--- src/rtl/seg_pkg.sv ---
// Shared constants and frame type for the 4-digit 7-segment scanner.
package seg_pkg;
  localparam int NDIG  = 4;
  localparam int DIG_W = 4;
  localparam logic [NDIG-1:0] AN_OFF = 4'b1111;

  typedef logic [NDIG-1:0][DIG_W-1:0] bcd_frame_t;

  // Active-low anode pattern enabling only digit idx.
  function automatic logic [NDIG-1:0] an_select(input logic [1:0] idx);
    return ~(4'b0001 << idx);
  endfunction
endpackage

--- src/rtl/seg_prescaler.sv ---
// Slot timer: counts 0..DIV-1, flags the last cycle of a slot and the guard window.
module seg_prescaler #(
  parameter int DIV   = 10,
  parameter int GUARD = 2
) (
  input  logic clk,
  input  logic rst,
  output logic tick,
  output logic in_guard
);
  localparam int CW = (DIV > 1) ? $clog2(DIV) : 1;
  localparam logic [CW-1:0] LAST = CW'(DIV - 1);
  localparam logic [CW-1:0] GRD  = CW'(GUARD);

  logic [CW-1:0] cnt;
  logic [CW-1:0] cnt_next;

  assign tick     = (cnt == LAST);
  assign cnt_next = tick ? '0 : cnt + CW'(1);
  // Look-ahead: the consumer registers its anodes, so it needs the guard
  // state of the cycle that is about to start.
  assign in_guard = (cnt_next < GRD);

  always_ff @(posedge clk) begin
    if (rst) cnt <= '0;
    else     cnt <= cnt_next;
  end
endmodule

--- src/rtl/seg_scan.sv ---
// Multiplexed 4-digit BCD scanner with frame-boundary commit and anode guard.
// Optional leading-zero blanking is enabled by defining SEG_SCAN_LZB_EN.
module seg_scan
  import seg_pkg::*;
#(
  parameter int CLK_HZ     = 100_000_000,
  parameter int REFRESH_HZ = 1000,
  parameter int GUARD      = 8
) (
  input  logic        clk,
  input  logic        rst,
  input  logic [15:0] digits_in,
  input  logic        load,
  output logic [3:0]  val,
  output logic [3:0]  an,
  output logic [1:0]  digit_idx,
  output logic        busy
);
  localparam int DIV = CLK_HZ / REFRESH_HZ;

  logic       tick;
  logic       in_guard;
  bcd_frame_t stage;
  bcd_frame_t disp;
  bcd_frame_t disp_next;
  logic       pend;
  logic [1:0] idx_next;
  logic       commit;
  logic [NDIG-1:0] blank;
  logic [3:0] an_next;

  seg_prescaler #(.DIV(DIV), .GUARD(GUARD)) u_prescaler (
    .clk      (clk),
    .rst      (rst),
    .tick     (tick),
    .in_guard (in_guard)
  );

  assign idx_next = tick ? digit_idx + 2'd1 : digit_idx;
  assign commit   = tick && (digit_idx == 2'd3);

  // A load coinciding with the commit point goes straight to the display.
  always_comb begin
    disp_next = disp;
    if (commit) begin
      if (load)      disp_next = digits_in;
      else if (pend) disp_next = stage;
    end
  end

`ifdef SEG_SCAN_LZB_EN
  assign blank[0] = 1'b0;
  for (genvar gi = 1; gi < NDIG; gi++) begin : g_lzb
    assign blank[gi] = (disp_next[NDIG-1:gi] == '0);
  end
`else
  assign blank = '0;
`endif

  assign an_next = (in_guard || blank[idx_next]) ? AN_OFF : an_select(idx_next);
  assign busy    = pend;

  // Outputs are computed from next-state values so val/an/digit_idx move together.
  always_ff @(posedge clk) begin
    if (rst) begin
      digit_idx <= 2'd0;
      stage     <= '0;
      disp      <= '0;
      pend      <= 1'b0;
      val       <= 4'd0;
      an        <= AN_OFF;
    end else begin
      digit_idx <= idx_next;
      disp      <= disp_next;
      val       <= disp_next[idx_next];
      an        <= an_next;
      if (commit) begin
        pend <= 1'b0;
      end else if (load) begin
        stage <= digits_in;
        pend  <= 1'b1;
      end
    end
  end
endmodule
--- config.mk ---
export PLATFORM = sky130hd
export DESIGN_NAME = seg_scan
export DESIGN_NICKNAME = d
export VERILOG_FILES = /design/src/rtl/seg_pkg.sv /design/src/rtl/seg_prescaler.sv /design/src/rtl/seg_scan.sv
export SDC_FILE = /design/constraint.sdc
export NUM_CORES = 1
export LEC_CHECK = 0
export ABC_AREA = 1
export ABC_CLOCK_PERIOD_IN_PS = 2900
export CAP_MARGIN = 20
export CORE_ASPECT_RATIO = 0.5
export CORE_UTILIZATION = 50
export DETAILED_ROUTE_END_ITERATION = 6
export GPL_TIMING_DRIVEN = 0
export PLACE_DENSITY = 0.68
export SLEW_MARGIN = 20
export SYNTH_ARGS = -nofsm -noshare
export SYNTH_HDL_FRONTEND = slang
export SYNTH_SLANG_ARGS = --single-unit
--- constraint.sdc ---
create_clock -name clk -period 2.9 [get_ports clk]
set_input_delay 0.58 -clock clk [delete_from_list [all_inputs] [get_ports clk]]
set_output_delay 0.58 -clock clk [all_outputs]
set_load 0.1 [all_outputs]
==> impl_metrics.ini, run 1 <==
[power_and_ir_drop]
intPower_uw = 1780
p_per_area_nw_per_um2 = 553
power_frac_seq_pct = 38.0
combPwrFrac_pct = 5.8
switchingPower_uw = 461
peakVddDrop_mv = 0.302
switching_share_pct = 20.6
leakage_uw = 0.00185
pwr-share-clk_pct = 56.2

[synth]
synth_cells = 518
synth_top_area_cell = dfxtp_1
synth_edf_count = 0
syn_avg_cell_area_um2 = 6.37
netlist.area_leader.share_pct = 36.4
synth_fp_nets = 539
netlist_top_cells_area = dfxtp_1, nand2_1, nand3_1
synthTopCellsByCount = nand2_1, dfxtp_1, nor2_1
yosysWarnings = 0
async_flop_share_pct = 0
ys_dominant_reg_cell = dfxtp_1
yosys.cell_types.count = 29
yosysMostFrequentCell = nand2_1
synth.ff_latch_count = 60
synth-seq-area-share_pct = 36.4
syn_area_um2 = 3300

[floorplanning]
die_w_um = 117
die_y_um = 59.4
rows = 20
num_io_pins = 30
die_area_um2 = 6950
start_util_pct = 53.2
coreArea_um2 = 6210

[timing]
slew_headroom_pct = 35.5
worst_hold_slack_ns = 0.453
fmax_mhz = 400
setup_violations = 0
hold_viol = 0
rsz0062_at_grt = false
setup_total_negative_slack_ns = 0
finalClockSkew_ns = 0.00472
period_needed_ns = 2.50
tightest_slew_ns = 0.964
slew_violations = 0
period_share_pct = 86.1

[layout]
nets = 579
drive_gt1_share_pct = 9.24
final_util_pct = 65.3
antenna_cells = 0
fillers = 617
synthToLayoutAreaGrowth_pct = 22.8

[clocking]
cts_resized = 0
clk_pin_slew_ns = 0.05
clk_latency_ns = 0.33
cts-root-buf = clkbuf_16
htree_levels = 3
hold_buffers = 0
clk_path_buf_depth = 2
cts_buffers = 9
cts_tree = done
cts.sinks = 60
cts_setup_buffers = 0

[min_path]
holdCritPathClass = register to register
hp-start = stage[11]$_SDFFE_PP0P_

[global_routing]
grt_usage_pct = 26.5
antenna_found_initial = 0
grt_pass1_wl_um = 13700
grt_pass1_vias = 2975
grt_max_degree = 11
gr-total-overflow = 0

[outcome]
status = finished, final reports clean

[detailed_routing]
vias_per_cell = 5.12
num_vias = 3332
wl_um = 8400
wl_per_cell_um = 12.9
antenna_left = 0
drcViolationCount = 0
drt_pass1_iterations = 4
drtIter0Drc = 272

[setup_path]
r2r_start = u_prescaler.cnt[0]$_SDFF_PP0_
crit_family = buffers and inverters
crit_slowest_cell = clkdlybuf4s50_1
crit_arrival_ns = 1.92
worst_setup_path_start_kind = register
path_buf_inv = 1
critPathMaxStageDelay_ns = 1.17
crit_required_ns = 2.32
cp_max_fo = 5
crit_chain = clkdlybuf4s50_1
endpoint_kind = output port
critPathLaunch = digit_idx[0]$_SDFF_PP0_
worstSetupPathType = register to output port

[flow_run]
drv_cap = 0

[placed_design]
portBuffers = 29
place.gp.congestion = 0.934
dp_hpwl_um = 6350
==> layout by cell type (no fill, tap or decap), drive strengths merged <==
cell	netlist	layout
a21oi	32	32
nor2	65	65
o211ai	1	1
clkbuf	12	24
nand3b	1	1
bufinv	0	3
nor3	1	1
ha	2	2
inv	32	32
o21ai	9	9
nand4	22	22
xor2	4	4
nand3	42	42
clkdlybuf4s50	0	29
dfxtp	60	60
clkinv	2	3
buf	9	9
nand2	224	224
==> sequential cells by signal (all words and copies together) (netlist names) <==
name	flops
u_prescaler.cnt	17
disp	16
stage	16
an	4
val	4
digit_idx	2
busy	1
==> metal layers <==
| metal | vias up | track usage (%) | wire [µm] |
|---|---|---|---|
| met5 | - | 0 | 0 |
| met4 | 0 | 9.22 | 99 |
| met3 | 10 | 6.13 | 389 |
| met2 | 75 | 43.8 | 3770 |
| met1 | 1507 | 34.3 | 4150 |
| li1 | 1740 | - | - |
==> layout make-up <==
| type | count | area, µm² | area share, % |
|---|---|---|---|
| multi-input combinational | 403 | 1870 | 46.0 |
| sequential | 60 | 1200 | 29.6 |
| timing repair buffer | 29 | 290 | 7.16 |
| clock buffer | 12 | 256 | 6.33 |
| inverter | 34 | 129 | 3.18 |
| tap | 88 | 110 | 2.72 |
| buffer | 21 | 104 | 2.56 |
| clock inverter | 4 | 95.1 | 2.35 |
==> path summary, 6_finish.rpt <==
check | to | slack (ns) | depth (start not counted)
worst max-delay path | digit_idx[0] | 0.40 | 1
worst min-delay path | stage[11]$_SDFFE_PP0P_ | 0.45 | 2
worst max register to register | val[0]$_SDFF_PP0_ | 0.99 | 13
worst min register to register | stage[11]$_SDFFE_PP0P_ | 0.45 | 2
==> kinds of logic after synthesis <==
kind of cell	after synthesis	share of synthesized area, %
DFF	60	36.4
and+or+nand+nor	355	48.3
adders and majority gates	2	0.758
xor gates and xnor gates	4	1.06
buffers and inverters	55	7.05
AOI/OAI and AO/OA	42	6.45
==> power by group through the flow <==
stage | logic, µW | registers (µW) | clock network (µW)
2_1_floorplan | 68.8 | 875 | 0
3_3_place_gp | 129 | 868 | 0
3_5_place_dp | 130 | 869 | 0
4_1_cts | 130 | 852 | 1260
5_1_grt | 144 | 854 | 1300
6_report | 130 | 852 | 1260
==> per-stage QoR <==
stage,instance area [µm²],worst slack [ns],cells,power [µW]
2_1_floorplan,3300,0.643,518,944
3_3_place_gp,3700,0.567,635,997
3_5_place_dp,3700,0.540,635,999
4_1_cts,4050,0.399,651,2250
5_1_grt,4050,0.344,651,2300
6_report,4050,0.402,651,2240
Power figures use the tool's default switching activity.
==> run 2: changes to the inputs <==
--- a/config.mk
+++ b/config.mk
@@ -9,6 +9,7 @@
 export ABC_CLOCK_PERIOD_IN_PS = 2900
 export CAP_MARGIN = 20
 export CORE_ASPECT_RATIO = 0.5
+export CORE_MARGIN = 4
 export CORE_UTILIZATION = 50
 export DETAILED_ROUTE_END_ITERATION = 6
 export GPL_TIMING_DRIVEN = 0
==> impl_metrics.ini, run 2 (synthesized netlist as in run 1, its figures left out) <==
[outcome]
status = finished, final reports clean

[setup_path]
crit_required_ns = 2.32
r2r_start = u_prescaler.cnt[0]$_SDFF_PP0_
crit_slowest_cell = clkdlybuf4s50_1
crit_chain = clkdlybuf4s50_1
cp_max_fo = 5
endpoint = digit_idx[0]
critPathLaunch = digit_idx[0]$_SDFF_PP0_
worstSetupPathType = register to output port
path_buf_inv = 1
r2r-end = an[0]$_SDFF_PP1_
endpoint_kind = output port
critPathMaxStageDelay_ns = 1.17
cp_num_cells = 1
rr_worst_depth = 11
r2r_slack_ns = 0.97
crit_family = buffers and inverters
worst_setup_path_start_kind = register
crit_arrival_ns = 1.91

[clocking]
clk_pin_slew_ns = 0.05
htree_levels = 3
cts-root-buf = clkbuf_16
clk_latency_ns = 0.33
cts_buffers = 9
cts_setup_buffers = 0
cts_tree = done
cts.sinks = 60
cts_resized = 0
clk_path_buf_depth = 2
hold_buffers = 0

[detailed_routing]
vias_per_cell = 5.12
wl_met1_um = 4010
wl_um = 8400
drcViolationCount = 0
drtIter0Drc = 265
drt_pass1_iterations = 4
num_vias = 3328
wl_met3_um = 392
wl_per_cell_um = 12.9
antenna_left = 0
wl_met2_um = 3920
routed.top_layer = met4

[flow_run]
drv_cap = 0

[placed_design]
place.gp.congestion = 0.892
placed_area_um2 = 3700
dp_hpwl_um = 6390
portBuffers = 29

[floorplanning]
num_io_pins = 30
start_util_pct = 53.0
die_y_um = 65.4
die_area_um2 = 8040
coreArea_um2 = 6230
die_w_um = 123
rows = 20

[layout]
fin_area_um2 = 4040
antenna_cells = 0
mostFrequentLayoutCells = nand2_1, dfxtp_1, nor2_1, nand3_1, a21oi_1
registers.top_by_ff_count = u_prescaler.cnt
reg.largest.list = u_prescaler.cnt (17), disp (16), stage (16)
largest_register_ffs = 17
nets = 579
drive_gt1_share_pct = 9.07
synthToLayoutAreaGrowth_pct = 22.4
fillers = 602
layout_commonest_cell = nand2_1

[timing]
period_needed_ns = 2.49
slew_headroom_pct = 34.9
finalClockSkew_ns = 0.00386
hold_viol = 0
rsz0062_at_grt = false
setup_total_negative_slack_ns = 0
fmax_mhz = 401
slew_violations = 0
tightest_slew_ns = 0.973
setup_violations = 0
period_share_pct = 86.0

[global_routing]
gr-total-overflow = 0
antenna_found_initial = 0
grt_pass1_wl_um = 14200
grt_max_degree = 11
grt_pass1_vias = 3159
grt_usage_pct = 22.8

[min_path]
holdCritPathClass = register to register
hp-start = stage[11]$_SDFFE_PP0P_

[power_and_ir_drop]
peakVddDrop_mv = 0.302
leakage_uw = 0.00184
p_per_area_nw_per_um2 = 547
[run 2: worst min-delay path by stage]
stage / end / slack (ns) / depth (start not counted)
6_report: stage[11]$_SDFFE_PP0P_ / 0.45 / 2
5_1_grt: stage[4]$_SDFFE_PP0P_ / 0.48 / 2
4_1_cts: stage[11]$_SDFFE_PP0P_ / 0.45 / 2
3_5_place_dp: stage[11]$_SDFFE_PP0P_ / 0.44 / 2
3_3_place_gp: stage[11]$_SDFFE_PP0P_ / 0.44 / 2
2_1_floorplan: stage[11]$_SDFFE_PP0P_ / 0.42 / 2
[run 2: layer usage]
metal  up-vias  global-route usage [%]
met5         -                       0
met4         0                    6.00
met3         7                    6.62
met2        60                    39.0
met1      1526                    28.3
li1       1735                       -
[run 2: worst register-to-register path: stages (launching register included)]
cell and delay [ns]:
dfxtp_1 0.39, ha_1 0.23, nand2_2 0.11, clkinv_2 0.09
nand2_4 0.07, nor2_4 0.20, nand2_4 0.13, nand3_1 0.11
nand3_1 0.10, nor2_1 0.12, nand3_1 0.20, nand3_1 0.12
[run 2: stage by stage]
stage / power, µW / hold WS [ns] / setup WS, ns / util, % / instances
floorplan: 944 / 0.424 / 0.643 / - / 518
global placement: 998 / 0.442 / 0.582 / 59.4 / 635
detailed placement: 999 / 0.445 / 0.567 / 59.4 / 635
CTS: 2230 / 0.452 / 0.395 / 64.8 / 650
global route: 2280 / 0.478 / 0.359 / 64.8 / 650
finish: 2210 / 0.451 / 0.406 / 64.8 / 650
[run 2: layout make-up]
| type | count | area, µm² | share of cell area (%) |
|---|---|---|---|
| Clock buffer | 11 | 243 | 6.01 |
| Multi-Input combinational cell | 403 | 1870 | 46.2 |
| Tap cell | 88 | 110 | 2.73 |
| Timing Repair Buffer | 29 | 290 | 7.18 |
| Inverter | 34 | 129 | 3.19 |
| Buffer | 21 | 104 | 2.57 |
| Clock inverter | 4 | 97.6 | 2.42 |
| Sequential cell | 60 | 1200 | 29.7 |
[run 2: report_power, final]
group / total (µW) / internal [µW] / switching (µW)
clock network: 1230 / 857 / 371
registers: 853 / 843 / 10.0
logic: 130 / 50.7 / 79.3
total: 2210 / 1750 / 460
==> run 3: changes to the inputs <==
--- a/config.mk
+++ b/config.mk
@@ -13,7 +13,7 @@
 export CORE_UTILIZATION = 50
 export DETAILED_ROUTE_END_ITERATION = 6
 export GPL_TIMING_DRIVEN = 0
-export PLACE_DENSITY = 0.68
+export PLACE_DENSITY = 0.71
 export SLEW_MARGIN = 20
 export SYNTH_ARGS = -nofsm -noshare
 export SYNTH_HDL_FRONTEND = slang
==> impl_metrics.ini, run 3 (synthesized netlist as in run 1, its figures left out) <==
[outcome]
status = finished, final reports clean

[floorplanning]
num_io_pins = 30
start_util_pct = 53.0
coreArea_um2 = 6230
rows = 20
die_area_um2 = 8040
die_w_um = 123
die_y_um = 65.4

[setup_path]
cp_max_fo = 5
worstSetupPathType = register to output port
cp_num_cells = 1
r2r-end = stage[2]$_SDFFE_PP0P_
rr_worst_depth = 10
crit_slowest_cell = clkdlybuf4s50_1
crit_arrival_ns = 1.91
r2r_start = u_prescaler.cnt[0]$_SDFF_PP0_
critPathLaunch = digit_idx[0]$_SDFF_PP0_
endpoint_kind = output port
crit_family = buffers and inverters
path_buf_inv = 1
worst_setup_path_start_kind = register
crit_required_ns = 2.32
critPathMaxStageDelay_ns = 1.17
endpoint = digit_idx[0]
r2r_slack_ns = 0.99
crit_chain = clkdlybuf4s50_1

[power_and_ir_drop]
p_per_area_nw_per_um2 = 515
leakage_uw = 0.00183
p_total_uw = 2060
peakVddDrop_mv = 0.384

[detailed_routing]
drcViolationCount = 0
num_vias = 3354
wl_per_cell_um = 12.8
drtIter0Drc = 247
wl_um = 8340
antenna_left = 0
drt_pass1_iterations = 5
vias_per_cell = 5.15

[clocking]
clk_path_buf_depth = 2
cts_buffers = 9
htree_levels = 3
cts_tree = done
clk_pin_slew_ns = 0.05
cts_resized = 0
hold_buffers = 0
cts.sinks = 60
clk_latency_ns = 0.33
cts_setup_buffers = 0
cts-root-buf = clkbuf_16

[timing]
finalClockSkew_ns = 0.00435
rsz0062_at_grt = false
tightest_slew_ns = 0.963
setup_violations = 0
setup_total_negative_slack_ns = 0
period_share_pct = 85.7
slew_violations = 0
period_needed_ns = 2.49
slew_headroom_pct = 35.6
fmax_mhz = 402
hold_viol = 0

[global_routing]
grt_pass1_wl_um = 14100
grt_usage_pct = 22.5
grt_max_degree = 11
gr-total-overflow = 0
grt_pass1_vias = 3113
antenna_found_initial = 0
grt_use_met2_pct = 37.4
grt_use_met3_pct = 7.91
grt_most_used_layer = met2
grtUsageMet1_pct = 28.7

[layout]
fillers = 637
register_area_um2 = 1200
multi_input_area_um2 = 1870
synthToLayoutAreaGrowth_pct = 21.4
drive_gt1_share_pct = 9.24
nets = 579
registers.top_by_ff_count = u_prescaler.cnt
antenna_cells = 0
mostFrequentLayoutCells = nand2_1, dfxtp_1, nor2_1, nand3_1, a21oi_1
largest_register_ffs = 17
reg.largest.list = u_prescaler.cnt (17), disp (16), stage (16)
layout_commonest_cell = nand2_1

[placed_design]
place.gp.congestion = 0.916
portBuffers = 29
dp_hpwl_um = 6230

[flow_run]
drv_cap = 0

[min_path]
holdCritPathClass = register to register
-- run 3: cell count changes in the layout (fill, tap and decap cells not counted) --
cell       delta
bufinv_16     -2
clkbuf_8      +1
clkinv_2      +2
-- run 3: final cells by class --
cell class | count | share of cell area, %
clock inverter | 4 | 1.19
clock buffer | 12 | 6.41
multi-input combinational | 403 | 46.6
inverter | 34 | 3.22
buffer | 21 | 2.59
tap | 88 | 2.75
timing repair buffer | 29 | 7.25
sequential | 60 | 30.0
-- run 3: per-stage QoR --
stage	std cells	utilization, %	cell area [µm²]	hold slack [ns]	worst slack (ns)
2_1_floorplan	518	-	3300	0.424	0.643
3_3_place_gp	635	59.4	3700	0.442	0.567
3_5_place_dp	635	59.4	3700	0.450	0.562
4_1_cts	651	64.3	4000	0.460	0.399
5_1_grt	651	64.3	4000	0.474	0.364
6_report	651	64.3	4000	0.458	0.414
-- run 3: power breakdown --
| part | switching, µW | internal, µW | total, µW |
|---|---|---|---|
| logic | 78.7 | 50.8 | 129 |
| registers | 9.40 | 843 | 852 |
| clock network | 372 | 708 | 1080 |
| total | 460 | 1600 | 2060 |
-- run 3: metal layers --
| layer | wire (µm) | share of wire, % | vias to the layer above |
|---|---|---|---|
| met1 | 3940 | 47 | 1546 |
| met2 | 3870 | 46 | 66 |
| met5 | 0 | 0 | - |
| met4 | 65 | 0.78 | 0 |
| li1 | - | - | 1734 |
| met3 | 465 | 5.6 | 8 |
-- run 3: worst min path at each step --
stage	startpoint	end	slack, ns	cells past startpoint
2_1_floorplan	stage[11]$_SDFFE_PP0P_	stage[11]$_SDFFE_PP0P_	0.42	2
3_3_place_gp	stage[11]$_SDFFE_PP0P_	stage[11]$_SDFFE_PP0P_	0.44	2
3_5_place_dp	stage[11]$_SDFFE_PP0P_	stage[11]$_SDFFE_PP0P_	0.45	2
4_1_cts	stage[0]$_SDFFE_PP0P_	stage[0]$_SDFFE_PP0P_	0.46	2
5_1_grt	stage[12]$_SDFFE_PP0P_	stage[12]$_SDFFE_PP0P_	0.47	2
6_report	stage[0]$_SDFFE_PP0P_	stage[0]$_SDFFE_PP0P_	0.46	2
-- run 3: tightest hold or removal path, stage by stage (launching register included) --
cell and delay, ns:
dfxtp_1 0.30, nand2_1 0.06, a21oi_1 0.05
